File: src/rtl/welcome_pkg.sv
`default_nettype none
// +------------------------------------------------------------------+
// | welcome_pkg: shared types and geometry for the welcome screen    |
// | Revision: 1.0                                                    |
// +------------------------------------------------------------------+
package welcome_pkg;

  typedef enum logic [1:0] {
    IDLE  = 2'd0,
    SLIDE = 2'd1,
    SHOW  = 2'd2
  } state_t;

  localparam int TITLE_SCALE    = 5;
  localparam int TITLE_BITMAP_W = 60;
  localparam int TITLE_BITMAP_H = 20;

  localparam int OBJECT_WIDTH_DEF  = TITLE_BITMAP_W * TITLE_SCALE;
  localparam int OBJECT_HEIGHT_DEF = TITLE_BITMAP_H * TITLE_SCALE;

  // Screen coordinates are unsigned; object positions may sit off-screen (signed).
  localparam int COORD_W  = 11;
  localparam int SCOORD_W = 12;

  function automatic logic signed [SCOORD_W-1:0] to_scoord(input logic [COORD_W-1:0] v);
    return $signed({1'b0, v});
  endfunction

endpackage
`default_nettype wire

File: src/rtl/rect_hit_calc.sv
`default_nettype none
// +------------------------------------------------------------------+
// | rect_hit_calc: combinational signed hit test and pixel offsets   |
// | Revision: 1.0                                                    |
// +------------------------------------------------------------------+
module rect_hit_calc
  import welcome_pkg::*;
#(
  parameter int OBJECT_WIDTH  = OBJECT_WIDTH_DEF,
  parameter int OBJECT_HEIGHT = OBJECT_HEIGHT_DEF
) (
  input  logic        [COORD_W-1:0]  i_pixelX,
  input  logic        [COORD_W-1:0]  i_pixelY,
  input  logic signed [SCOORD_W-1:0] i_topLeftX,
  input  logic signed [SCOORD_W-1:0] i_topLeftY,
  output logic                       o_hit,
  output logic        [COORD_W-1:0]  o_offsetX,
  output logic        [COORD_W-1:0]  o_offsetY
);

  localparam logic signed [SCOORD_W-1:0] c_W = SCOORD_W'(OBJECT_WIDTH);
  localparam logic signed [SCOORD_W-1:0] c_H = SCOORD_W'(OBJECT_HEIGHT);

  logic signed [SCOORD_W-1:0] w_x;
  logic signed [SCOORD_W-1:0] w_y;
  logic                       w_inX;
  logic                       w_inY;

  assign w_x = to_scoord(i_pixelX);
  assign w_y = to_scoord(i_pixelY);

  // Pixels are never negative, so a negative top edge clips naturally.
  assign w_inX = (w_x >= i_topLeftX) && (w_x < i_topLeftX + c_W);
  assign w_inY = (w_y >= i_topLeftY) && (w_y < i_topLeftY + c_H);
  assign o_hit = w_inX && w_inY;

  // Low bits of the difference suffice: the result is only kept when in range.
  assign o_offsetX = o_hit ? (i_pixelX - i_topLeftX[COORD_W-1:0]) : '0;
  assign o_offsetY = o_hit ? (i_pixelY - i_topLeftY[COORD_W-1:0]) : '0;

endmodule
`default_nettype wire

File: src/rtl/welcome_title_placer.sv
`default_nettype none
// +------------------------------------------------------------------+
// | welcome_title_placer: slides the title rectangle into place and  |
// | emits registered per-pixel placement. Option: WELCOME_BLINK_EN   |
// | Revision: 1.0                                                    |
// +------------------------------------------------------------------+
module welcome_title_placer
  import welcome_pkg::*;
#(
  parameter int OBJECT_WIDTH     = OBJECT_WIDTH_DEF,
  parameter int OBJECT_HEIGHT    = OBJECT_HEIGHT_DEF,
  parameter int FINAL_TOP_LEFT_X = 170,
  parameter int FINAL_TOP_LEFT_Y = 120,
  parameter int START_TOP_LEFT_Y = -100,
  parameter int SLIDE_STEP       = 4,
  parameter int BLINK_PERIOD     = 30
) (
  input  logic                       clk,
  input  logic                       resetN,
  input  logic        [COORD_W-1:0]  pixelX,
  input  logic        [COORD_W-1:0]  pixelY,
  input  logic                       startOfFrame,
  input  logic                       showWelcome,
  input  logic                       skipAnim,
  output logic        [COORD_W-1:0]  offsetX,
  output logic        [COORD_W-1:0]  offsetY,
  output logic                       InsideRectangle,
  output logic signed [SCOORD_W-1:0] topLeftY,
  output logic                       animBusy
);

  localparam logic signed [SCOORD_W-1:0] c_FINAL_X = SCOORD_W'(FINAL_TOP_LEFT_X);
  localparam logic signed [SCOORD_W-1:0] c_FINAL_Y = SCOORD_W'(FINAL_TOP_LEFT_Y);
  localparam logic signed [SCOORD_W-1:0] c_START_Y = SCOORD_W'(START_TOP_LEFT_Y);
  localparam logic signed [SCOORD_W-1:0] c_STEP    = SCOORD_W'(SLIDE_STEP);

  state_t                     r_state;
  state_t                     w_state_nxt;
  logic signed [SCOORD_W-1:0] r_topLeftY;
  logic signed [SCOORD_W-1:0] w_topLeftY_nxt;
  logic signed [SCOORD_W-1:0] w_stepped;
  logic                       w_visible;
  logic                       w_hit;
  logic                       w_inside;
  logic        [COORD_W-1:0]  w_offX;
  logic        [COORD_W-1:0]  w_offY;
  logic                       r_inside;
  logic        [COORD_W-1:0]  r_offX;
  logic        [COORD_W-1:0]  r_offY;
  logic                       r_animBusy;

  assign w_stepped = r_topLeftY + c_STEP;

  always_comb begin
    w_state_nxt    = r_state;
    w_topLeftY_nxt = r_topLeftY;
    if (!showWelcome) begin
      w_state_nxt    = IDLE;
      w_topLeftY_nxt = c_START_Y;
    end else begin
      case (r_state)
        IDLE: begin
          w_state_nxt    = SLIDE;
          w_topLeftY_nxt = c_START_Y;
        end
        SLIDE: begin
          if (skipAnim) begin
            w_state_nxt    = SHOW;
            w_topLeftY_nxt = c_FINAL_Y;
          end else if (startOfFrame) begin
            // Clamp on the final step so the title never overshoots.
            if (w_stepped >= c_FINAL_Y) begin
              w_state_nxt    = SHOW;
              w_topLeftY_nxt = c_FINAL_Y;
            end else begin
              w_topLeftY_nxt = w_stepped;
            end
          end
        end
        SHOW: begin
          w_state_nxt = SHOW;
        end
        default: begin
          w_state_nxt    = IDLE;
          w_topLeftY_nxt = c_START_Y;
        end
      endcase
    end
  end

  always_ff @(posedge clk or negedge resetN) begin
    if (!resetN) begin
      r_state    <= IDLE;
      r_topLeftY <= c_START_Y;
    end else begin
      r_state    <= w_state_nxt;
      r_topLeftY <= w_topLeftY_nxt;
    end
  end

`ifdef WELCOME_BLINK_EN
  localparam int                c_CNT_W    = (BLINK_PERIOD > 1) ? $clog2(BLINK_PERIOD) : 1;
  localparam logic [c_CNT_W-1:0] c_CNT_LAST = c_CNT_W'(BLINK_PERIOD - 1);

  logic [c_CNT_W-1:0] r_frameCnt;
  logic               r_visible;

  // Counting only while SHOW is held; any other cycle restarts the blink phase.
  always_ff @(posedge clk or negedge resetN) begin
    if (!resetN) begin
      r_frameCnt <= '0;
      r_visible  <= 1'b1;
    end else if ((r_state != SHOW) || (w_state_nxt != SHOW)) begin
      r_frameCnt <= '0;
      r_visible  <= 1'b1;
    end else if (startOfFrame) begin
      if (r_frameCnt == c_CNT_LAST) begin
        r_frameCnt <= '0;
        r_visible  <= ~r_visible;
      end else begin
        r_frameCnt <= r_frameCnt + 1'b1;
      end
    end
  end

  assign w_visible = r_visible;
`else
  // Blink period has no effect here; the parameter stays for interface parity.
  logic w_unused_blink;
  assign w_unused_blink = (BLINK_PERIOD != 0);
  assign w_visible      = 1'b1;
`endif

  rect_hit_calc #(
    .OBJECT_WIDTH (OBJECT_WIDTH),
    .OBJECT_HEIGHT(OBJECT_HEIGHT)
  ) u_hit (
    .i_pixelX  (pixelX),
    .i_pixelY  (pixelY),
    .i_topLeftX(c_FINAL_X),
    .i_topLeftY(r_topLeftY),
    .o_hit     (w_hit),
    .o_offsetX (w_offX),
    .o_offsetY (w_offY)
  );

  assign w_inside = w_hit && (r_state != IDLE) && w_visible;

  always_ff @(posedge clk or negedge resetN) begin
    if (!resetN) begin
      r_inside   <= 1'b0;
      r_offX     <= '0;
      r_offY     <= '0;
      r_animBusy <= 1'b0;
    end else begin
      r_inside   <= w_inside;
      r_offX     <= w_inside ? w_offX : '0;
      r_offY     <= w_inside ? w_offY : '0;
      // Registered from the next state so animBusy lines up with the state register.
      r_animBusy <= (w_state_nxt == SLIDE);
    end
  end

  assign InsideRectangle = r_inside;
  assign offsetX         = r_offX;
  assign offsetY         = r_offY;
  assign topLeftY        = r_topLeftY;
  assign animBusy        = r_animBusy;

endmodule
`default_nettype wire
File: config.mk
export PLATFORM = sky130hd
export DESIGN_NAME = welcome_title_placer
export DESIGN_NICKNAME = d
export VERILOG_FILES = /design/src/rtl/welcome_pkg.sv /design/src/rtl/rect_hit_calc.sv /design/src/rtl/welcome_title_placer.sv
export SDC_FILE = /design/constraint.sdc
export NUM_CORES = 1
export LEC_CHECK = 0
export BUFFER_PORTS_ARGS = -buffer_cell sky130_fd_sc_hd__buf_2
export CORE_ASPECT_RATIO = 1.5
export CORE_MARGIN = 3
export CORE_UTILIZATION = 34
export DETAILED_ROUTE_END_ITERATION = 10
export PLACE_DENSITY = 0.63
export SLEW_MARGIN = 30
export SYNTH_ARGS = -nofsm -noshare
export SYNTH_HDL_FRONTEND = slang
export SYNTH_SLANG_ARGS = --single-unit
File: constraint.sdc
create_clock -name clk -period 2.9 [get_ports clk]
set_input_delay 0.29 -clock clk [delete_from_list [all_inputs] [get_ports clk]]
set_output_delay 0.29 -clock clk [all_outputs]
set_load 0.02 [all_outputs]
# [Word level (Yosys, flattened, before mapping)]
# Cells that the tools add are included.
# Widths: inputs -> output; s select.
[word_totals] reg_bits=38 output_inout_bits=36 wordCells=41
[classes] add_sub_neg=4 n_lt_le_gt_ge=5 eq_ne=5 mux=14 reduce_logical=7
[ops] operator="$mux 12" n=4
[ops] operator="$mux 11" n=4
[ops] operator="$pmux 12 s2" n=1
[ops] operator="$add 12x4->12 const B" n=1
[ops] operator="$add 12x8->12 const B" n=1
[ops] operator="$ge 12x12->1" n=1
[ops] operator="$ge 12x8->1 const B" n=1
[ops] operator="$lt 12x12->1" n=1
[ops] operator="$ge 11x8->1 const B" n=1
[ops] operator="$lt 11x9->1 const B" n=1
[ops] operator="$sub 11x11->11" n=1
[ops] operator="$sub 11x8->11 const B" n=1
[ops] operator="$mux 2" n=4
[ops] operator="$pmux 2 s3" n=1
[ops] operator="$eq 2x1->1 const B" n=2
[ops] operator="$logic_and 1x1->1" n=4
[ops] operator="$ne 4x4->1 const B" n=1
[ops] operator="$eq 2x2->1 const B" n=1
[ops] operator="$logic_not 2->1" n=1
[ops] operator="$ne 2x2->1 const B" n=1
[ops] operator="$reduce_and 2->1" n=1
[ops] operator="$reduce_bool 2->1" n=1

# [Longest topological paths before layout]
# Gate-level depths: netlist of the first run.
[logic_depth] ltp_word=8 depth_mapped=11 ltp_nobuf=10

# [Cells and area by module]
# A second synthesis of the first run with hierarchy kept.
[hier_totals] hier_cells=391 area_unflattened_um2=3388.2
[by_module_without_submodules] module="rect_hit_calc" instances=1 cells_each=251 area_each_um2=1810.5 seq_area_each_um2=0.0
[by_module_without_submodules] module="welcome_title_placer" instances=1 cells_each=140 area_each_um2=1577.8 seq_area_each_um2=910.9

# [Worst setup path before layout of the first run]
# Ideal clock, no wire load.
[synth_timing] path_type="flip-flop to flip-flop" start="reg r_topLeftY[2] (netlist: topLeftY[2])" end="reg r_offY[5] (netlist: offsetY[5])" setup_time_ns=0.096 t_arrival_ns=2.566 t_required_ns=2.804 path_slack_ns=0.239 path_stages_with_launch=12 path_buffers=1 cell_sequence="dfstp_2 ha_1 a21oi_1 a21o_1 nor2_1 xnor2_1 ha_1 nor4_1 o2111a_1 o211ai_2 buf_6 nor4_2"
[synth_via] elab_chain_cells=6
[synth_lines] element="start: declaration" line_no="welcome_title_placer.sv:39" text="logic signed [SCOORD_W-1:0] r_topLeftY;"
[synth_lines] element="start signal: assignment" line_no="welcome_title_placer.sv:94" text="r_topLeftY <= c_START_Y;"
[synth_lines] element="start signal: assignment" line_no="welcome_title_placer.sv:97" text="r_topLeftY <= w_topLeftY_nxt;"
[synth_lines] element="$add 12x8->12" line_no="rect_hit_calc.sv:34" text="assign w_inY = (w_y >= i_topLeftY) && (w_y < i_topLeftY + c_H);"
[synth_lines] element="$lt 12x12->1" line_no="rect_hit_calc.sv:34"
[synth_lines] element="$logic_and 1x1->1" line_no="rect_hit_calc.sv:34"
[synth_lines] element="$logic_and 1x1->1" line_no="rect_hit_calc.sv:35" text="assign o_hit = w_inX && w_inY;"
[synth_lines] element="$mux 11 / $logic_and 1x1->1 (equally long branches)" line_no="rect_hit_calc.sv:39, welcome_title_placer.sv:147"
[synth_lines] element="$mux 11 *" line_no="welcome_title_placer.sv:158" text="r_offY <= w_inside ? w_offY : '0;"
[synth_lines] element="end signal: assignment" line_no="welcome_title_placer.sv:158"
[synth_lines] element="end: declaration" line_no="welcome_title_placer.sv:49" text="logic [COORD_W-1:0] r_offY;"
# Mark *: on every way between the ends. The rest lies on a longest branch, timed or not.
# A chain may end at the register's enable or synchronous reset.

# [Worst setup path in the final report of the first run]
[layout_timing] start="reg r_topLeftY[2] (netlist: topLeftY[2])" end="reg r_offY[10] (netlist: offsetY[10])"
# Same word-level chain as after synthesis.

==> flow_summary.toml, run 1 <==
[cts]
clk_latency_ns = 0.28
cts.clk_slew.worst_paths_ns = 0.06
clock-root-buffer = "clkbuf_16"
cts_tree = "yes"
cts.sinks = 36
htreeDepth = 2
clock_path_buffers = 2
cts-buffers-inserted = 5

[setup_path]
worstSetupPathType = "reg2reg"
rr_worst_depth = 10
r2r_start = "topLeftY[2]"
rrSetupSlack_ns = 0.25
endpoint_kind = "flip-flop"
arrival_ns = 2.83
r2r-end = "offsetY[10]"
cp_max_fo = 12
critical_path_required_ns = 3.08
critPathLaunchType = "flip-flop"

[sta]
skew_ns = 0.00609
finalMaxSlewViolations = 0
fin_crit_sh_pct = 91.5
worstMarginPinSlew_ns = 0.780
setup_viol = 0
min_period_ns = 2.65
hold_viol = 0
rsz0062_at_grt = "false"
fmax_mhz = 377
max_slew_margin_pct = 48.0
setup_tns_ns = 0

[pwr]
swShare_pct = 31.5
p_total_w = 0.00165
vdd_drop_max_v = 0.000207
p_comb_share_pct = 29.0
clkPwrFrac_pct = 37.1
power.internal_w = 0.00113
powerDensity_mw_per_mm2 = 490
leakage_nw = 1.69
p_switching_w = 0.000521
pwr-share-seq_pct = 33.9

[finish]
n_antenna_cell = 0
fill_cells = 790
drive_above_1_share_pct = 30.0
syn2layout_area_growth_pct = 22.9
post-route-util_pct = 43.5
nNetsFinal = 414

[drt]
ant_nets = 0
drt_drc_violations_left = 0
drt_wl_total_um = 7080
post_drt_wl_per_cell_um = 15.2
via_per_inst = 5.31
vias = 2468
drt_iter0_drc = 82
first_pass_iters = 4

[global_routing]
grt_max_degree = 37
grt_first_pass_wirelength_um = 11500
grt.total_usage_pct = 15.8
grt_pass1_vias = 2487
overflow = 0
grt_antenna_before_repair = 0

[floorplan]
core_mm2 = 0.00776
die_h_um = 116
start_util_pct = 35.4
die_x_um = 79.4
num_rows = 39
dieArea_mm2 = 0.00921
io_pins = 63

[synth]
synth_cell_types = 66
syn_avg_cell_area_um2 = 9.44
synth-seq-cells = 36
yosys_warnings = 0
synth_edf_count = 0
syn_area_mm2 = 0.00275
syn_inst = 291
async_flop_share_pct = 100
yosysSeqAreaShare_pct = 33.2
ys.flop_type = "dfrtp_1"

[run_status]
status = "completed"

[placed_design]
port_buffers = 60
dpl.hpwl_um = 5550
globalplace.congestion = 0.888

[flow_run]
cap_violations = 0

[worst_hold_path]
hp-class = "in2async"
## how the worst max path moves through the flow
stage                            from           to  slack [ns]  cells past startpoint
after global routing      topLeftY[3]   offsetY[7]        0.01                     11
after global placement    topLeftY[4]  offsetY[10]        0.25                     10
final                     topLeftY[2]  offsetY[10]        0.25                     10
after floorplan           topLeftY[2]   offsetY[5]        0.24                     11
after CTS                 topLeftY[4]   offsetY[4]        0.17                     10
after detailed placement  topLeftY[4]   offsetY[4]        0.20                     10
## sequential cells by signal (all words and copies together), names as in the netlist
register         cells
offsetX             11
r_state              2
topLeftY            10
offsetY             11
animBusy             1
InsideRectangle      1
## layout by cell type, fill, tap and decap left out, types with 4 or more instances in the layout
cell type   n
nand2_1    14
o21ai_0    11
nor2b_1     5
ha_1       25
xor2_1      5
clkbuf_16   5
inv_1      19
nor2_1     17
nor3_1     22
conb_1      4
o21a_1      5
o21ai_1     5
a211oi_1   10
xnor2_1     8
dfrtp_1    28
nor4_2      5
a21o_1      5
a21oi_1     7
buf_4      14
buf_2      60
o211a_1     6
dfstp_2     8
nand3_1     6
## critical path, cell delays in order, from the launching register on
cell      delay (ns)
dfstp_2         0.40
buf_4           0.15
a311oi_4        0.34
xnor2_1         0.16
ha_1            0.25
a211oi_1        0.27
nand2_1         0.07
a31oi_1         0.25
o211ai_2        0.16
buf_4           0.21
nor4_1          0.27
## area by class of cell
type | instances | area [um^2] | share of cell area (%)
inverters | 20 | 75.1 | 2.22
clock buffers | 6 | 129 | 3.82
repair buffers | 74 | 405 | 12.0
well taps | 102 | 128 | 3.78
flip-flops and latches | 36 | 911 | 27.0
clock inverters | 2 | 35.0 | 1.04
multi-input cells | 225 | 1690 | 50.1
## cells by family after synthesis
kind of cell	synth area share, %
buffers and inverters	5.51
and+or+nand+nor	21.4
adders and majority gates	11.4
other	0.273
AOI/OAI and AO/OA	23.1
xor gates and xnor gates	4.74
DFF	33.2
muxes	0.364
## repair_timing
action                     in CTS  in global routing
buffers inserted                0                  7
hold buffers                    0                  0
resized for setup               0                  0
setup endpoints to repair       0                  4
## Yosys cell counts (4+ instances only)
master | number | area, um^2
o21ai_0 | 11 | 55.1
nor4_2 | 5 | 62.6
ha_1 | 25 | 313
nand3_1 | 6 | 30.0
nor2_1 | 17 | 63.8
nor3_1 | 22 | 110
buf_2 | 4 | 20.0
o21a_1 | 5 | 37.5
nand2_1 | 14 | 52.6
nor2b_1 | 5 | 31.3
a211oi_1 | 10 | 75.1
a21oi_1 | 7 | 35.0
dfstp_2 | 8 | 210
o211a_1 | 6 | 60.1
xnor2_1 | 8 | 70.1
inv_1 | 19 | 71.3
o21ai_1 | 5 | 25.0
a21o_1 | 5 | 37.5
dfrtp_1 | 28 | 701
xor2_1 | 5 | 43.8
## per-stage QoR
stage	area (um^2)	hold slack [ns]	setup WS (ns)	std cells
after floorplan	2750	-0.00559	0.239	293
after global placement	3160	0.416	0.250	450
after detailed placement	3160	0.421	0.197	450
after CTS	3320	0.125	0.174	458
after global routing	3370	0.154	0.0150	465
final	3370	0.0906	0.246	465
## power by group through the flow
stage                     logic (W)  clock network (W)  registers (W)
after global routing       0.000535           0.000654       0.000564
after CTS                  0.000471           0.000622       0.000564
after detailed placement   0.000465                  0       0.000572
after global placement     0.000457                  0       0.000572
after floorplan            0.000319                  0       0.000584
final                      0.000480           0.000613       0.000561
## metal layers
| layer | wire (um) | global-route usage [%] | vias to the layer above |
|---|---|---|---|
| met5 | 0 | 0 | - |
| met4 | 196 | 6.77 | 0 |
| met3 | 260 | 2.49 | 15 |
| met2 | 3830 | 29.6 | 61 |
| met1 | 2790 | 17.2 | 1171 |
| li1 | - | - | 1221 |
No activity file was read; power rests on OpenSTA's default activity.
==> inputs of run 2 (changes only) <==
--- a/config.mk
+++ b/config.mk
@@ -8,10 +8,11 @@
 export BUFFER_PORTS_ARGS = -buffer_cell sky130_fd_sc_hd__buf_2
 export CORE_ASPECT_RATIO = 1.5
 export CORE_MARGIN = 3
-export CORE_UTILIZATION = 34
+export CORE_UTILIZATION = 30
 export DETAILED_ROUTE_END_ITERATION = 10
-export PLACE_DENSITY = 0.63
+export PLACE_DENSITY = 0.53
 export SLEW_MARGIN = 30
 export SYNTH_ARGS = -nofsm -noshare
 export SYNTH_HDL_FRONTEND = slang
+export SYNTH_HIERARCHICAL = 1
 export SYNTH_SLANG_ARGS = --single-unit
==> run 2 against run 1 <==
Against the previous run: largest cell class unchanged; setup slack worse by 0.39 ns; via count is 28% higher; the run now ends with negative setup slack left; power grew 19%; clock power is 0.7% higher; synthesized area grew 23%; global-route usage shrank 1.2 points; non-clock buffer count rose by 20; utilization is 1.7 points lower; worst hold slack got worse by 0.0016 ns; critical endpoint is now offsetX[8].
==> flow_summary.toml, run 2 <==
[run_status]
status = "finished with violations"
violations = "negative setup slack"

[synth]
syn_avg_cell_area_um2 = 8.67
synth_cell_types = 60
synth_area_leaders = "dfrtp_1 21%, ha_1 16%, xnor2_1 6.5%"
synth_most_common_cell = "ha_1"
synth-simple-area-share_pct = 23.4
synth_top_area_cell = "dfrtp_1"
netlist_top_cells_count = "44 x ha_1, 33 x inv_1, 28 x dfrtp_1"
async_flop_share_pct = 100
synth_compound_area_share_pct = 18.4
synth_xor_area_share_pct = 8.27
syn_inst = 391
syn_area_mm2 = 0.00339
synth_top_family_by_area = "simple AND/OR/NAND/NOR gates"
synth_edf_count = 0
ys.flop_type = "dfrtp_1"
synthMuxAreaShare_pct = 0
yosysSeqAreaShare_pct = 26.9
synth-seq-cells = 36
synthAdderAreaFrac_pct = 17.4
synth_top_area_share_pct = 20.7
yosys_warnings = 6

[global_routing]
grt_first_pass_wirelength_um = 14800
overflow = 0
grt.total_usage_pct = 14.6
grt_antenna_before_repair = 0
grt_pass1_vias = 3194
grt_max_degree = 37

[drt]
post_drt_wl_per_cell_um = 13.9
drt_drc_violations_left = 0
drt_iter0_drc = 75
via_per_inst = 4.81
ant_nets = 0
vias = 3166
first_pass_iters = 4
drt_wl_total_um = 9180

[setup_path]
endpoint_kind = "flip-flop"
critPathLaunchType = "flip-flop"
cp_max_fo = 5
worstSetupPathType = "reg2reg"
critical_path_required_ns = 3.12
arrival_ns = 3.27

[sta]
skew_ns = 0.00355
fin_crit_sh_pct = 105
rsz0062_at_grt = "true"
fmax_mhz = 329
worstMarginPinSlew_ns = 0.785
setup_ws_ns = -0.143
min_period_ns = 3.04
setup_viol = 22
hold_viol = 0
finalMaxSlewViolations = 0
max_slew_margin_pct = 47.7

[cts]
cts_tree = "yes"
cts-buffers-inserted = 5
clock-root-buffer = "clkbuf_16"
cts.clk_slew.worst_paths_ns = 0.06
cts.sinks = 36
clk_latency_ns = 0.28
clock_path_buffers = 2
cts_hold_buf = 0
htreeDepth = 2

[pwr]
vdd_drop_max_v = 0.000191
powerDensity_mw_per_mm2 = 433
leakage_nw = 2.19

[floorplan]
num_rows = 46
die_x_um = 92.8
dieArea_mm2 = 0.0126
start_util_pct = 31.3
io_pins = 63
die_h_um = 136
core_mm2 = 0.0108

[finish]
nNetsFinal = 586
syn2layout_area_growth_pct = 33.6
fill_cells = 1111
drive_above_1_share_pct = 26.7
n_antenna_cell = 0
layout_common_cells = "60 x buf_2, 43 x ha_1, 33 x inv_1, 33 x conb_1"
fin_area_mm2 = 0.00453
final_common_cell = "buf_2"

[flow_run]
cap_violations = 0

[placed_design]
dpl.hpwl_um = 7380
port_buffers = 60
globalplace.congestion = 0.832
dpl_worst_slack_ns = -0.365
dpl_cell_area_mm2 = 0.00415

[worst_hold_path]
hp-class = "in2async"
## run 2: critical path, cell delays in order, from the launching register on
cell	delay [ns]
dfstp_2	0.60
ha_4	0.17
a21oi_4	0.06
nand2_2	0.07
nand4_1	0.11
xnor2_1	0.15
ha_1	0.32
nor2b_4	0.15
a2111oi_4	0.20
nand4_1	0.15
a211o_1	0.32
buf_4	0.16
buf_4	0.15
nor4_4	0.23
and2_1	0.14
## run 2: final timing paths
path | startpoint | to | slack [ns] | depth (start not counted)
setup / recovery | topLeftY[2] | offsetX[8] | -0.14 | 14
hold / removal | resetN | offsetY[6] | 0.09 | 1
setup reg to reg | topLeftY[2] | offsetX[8] | -0.14 | 14
hold reg to reg | topLeftY[11] | topLeftY[11] | 0.56 | 2
max in group asynchronous | resetN | topLeftY[6] | 2.31 | 1
min in group clk | showWelcome | r_state[1] | 0.27 | 2
## run 2: kinds of logic after synthesis
group / after synthesis
AOI/OAI and AO/OA: 88
xor gates and xnor gates: 32
adders and majority gates: 46
buffers and inverters: 43
DFF: 36
other: 2
and+or+nand+nor: 144
## run 2: timing repair
action | CTS | global route
cloned | 0 | 3
pin swaps | 5 | 7
setup endpoints to repair | 23 | 23
resized for setup | 11 | 13
setup buffers | 3 | 2
## run 2: area by class of cell
type                    count  area (um^2)  area share [%]
multi-input cells         343         2530            55.9
flip-flops and latches     36          911            20.1
repair buffers             94          614            13.6
well taps                 144          180            3.98
clock buffers               5          125            2.76
inverters                  33          124            2.74
clock inverters             3         42.5           0.940
## run 2: layer usage
metal | global-route usage [%] | share of wire (%) | vias to the layer above
li1 | - | - | 1610
met1 | 15.9 | 39 | 1475
met2 | 28.3 | 55 | 71
met3 | 2.16 | 3.9 | 10
met4 | 4.56 | 1.4 | 0
met5 | 0 | 0 | -
## run 2: per-stage QoR
step                      util [%]  hold WS (ns)  total power, W  TNS (ns)  cells
final                         41.8        0.0890         0.00196     -2.14    658
after detailed placement      38.4         0.427         0.00126     -7.59    642
after floorplan                  -      -0.00559         0.00105     -5.47    422
after global placement        38.4         0.435         0.00125     -2.25    642
after global routing          41.8         0.150         0.00209     -5.89    658
after CTS                     40.6         0.123         0.00193     -2.62    653
## run 2: report_power, final
part           leakage [nW]  internal [W]  switching (W)  total [W]
sequential            0.471      0.000526      0.0000227   0.000549
combinational          1.64      0.000364       0.000433   0.000796
clock                0.0798      0.000404       0.000213   0.000617
total                  2.19       0.00129       0.000669    0.00196
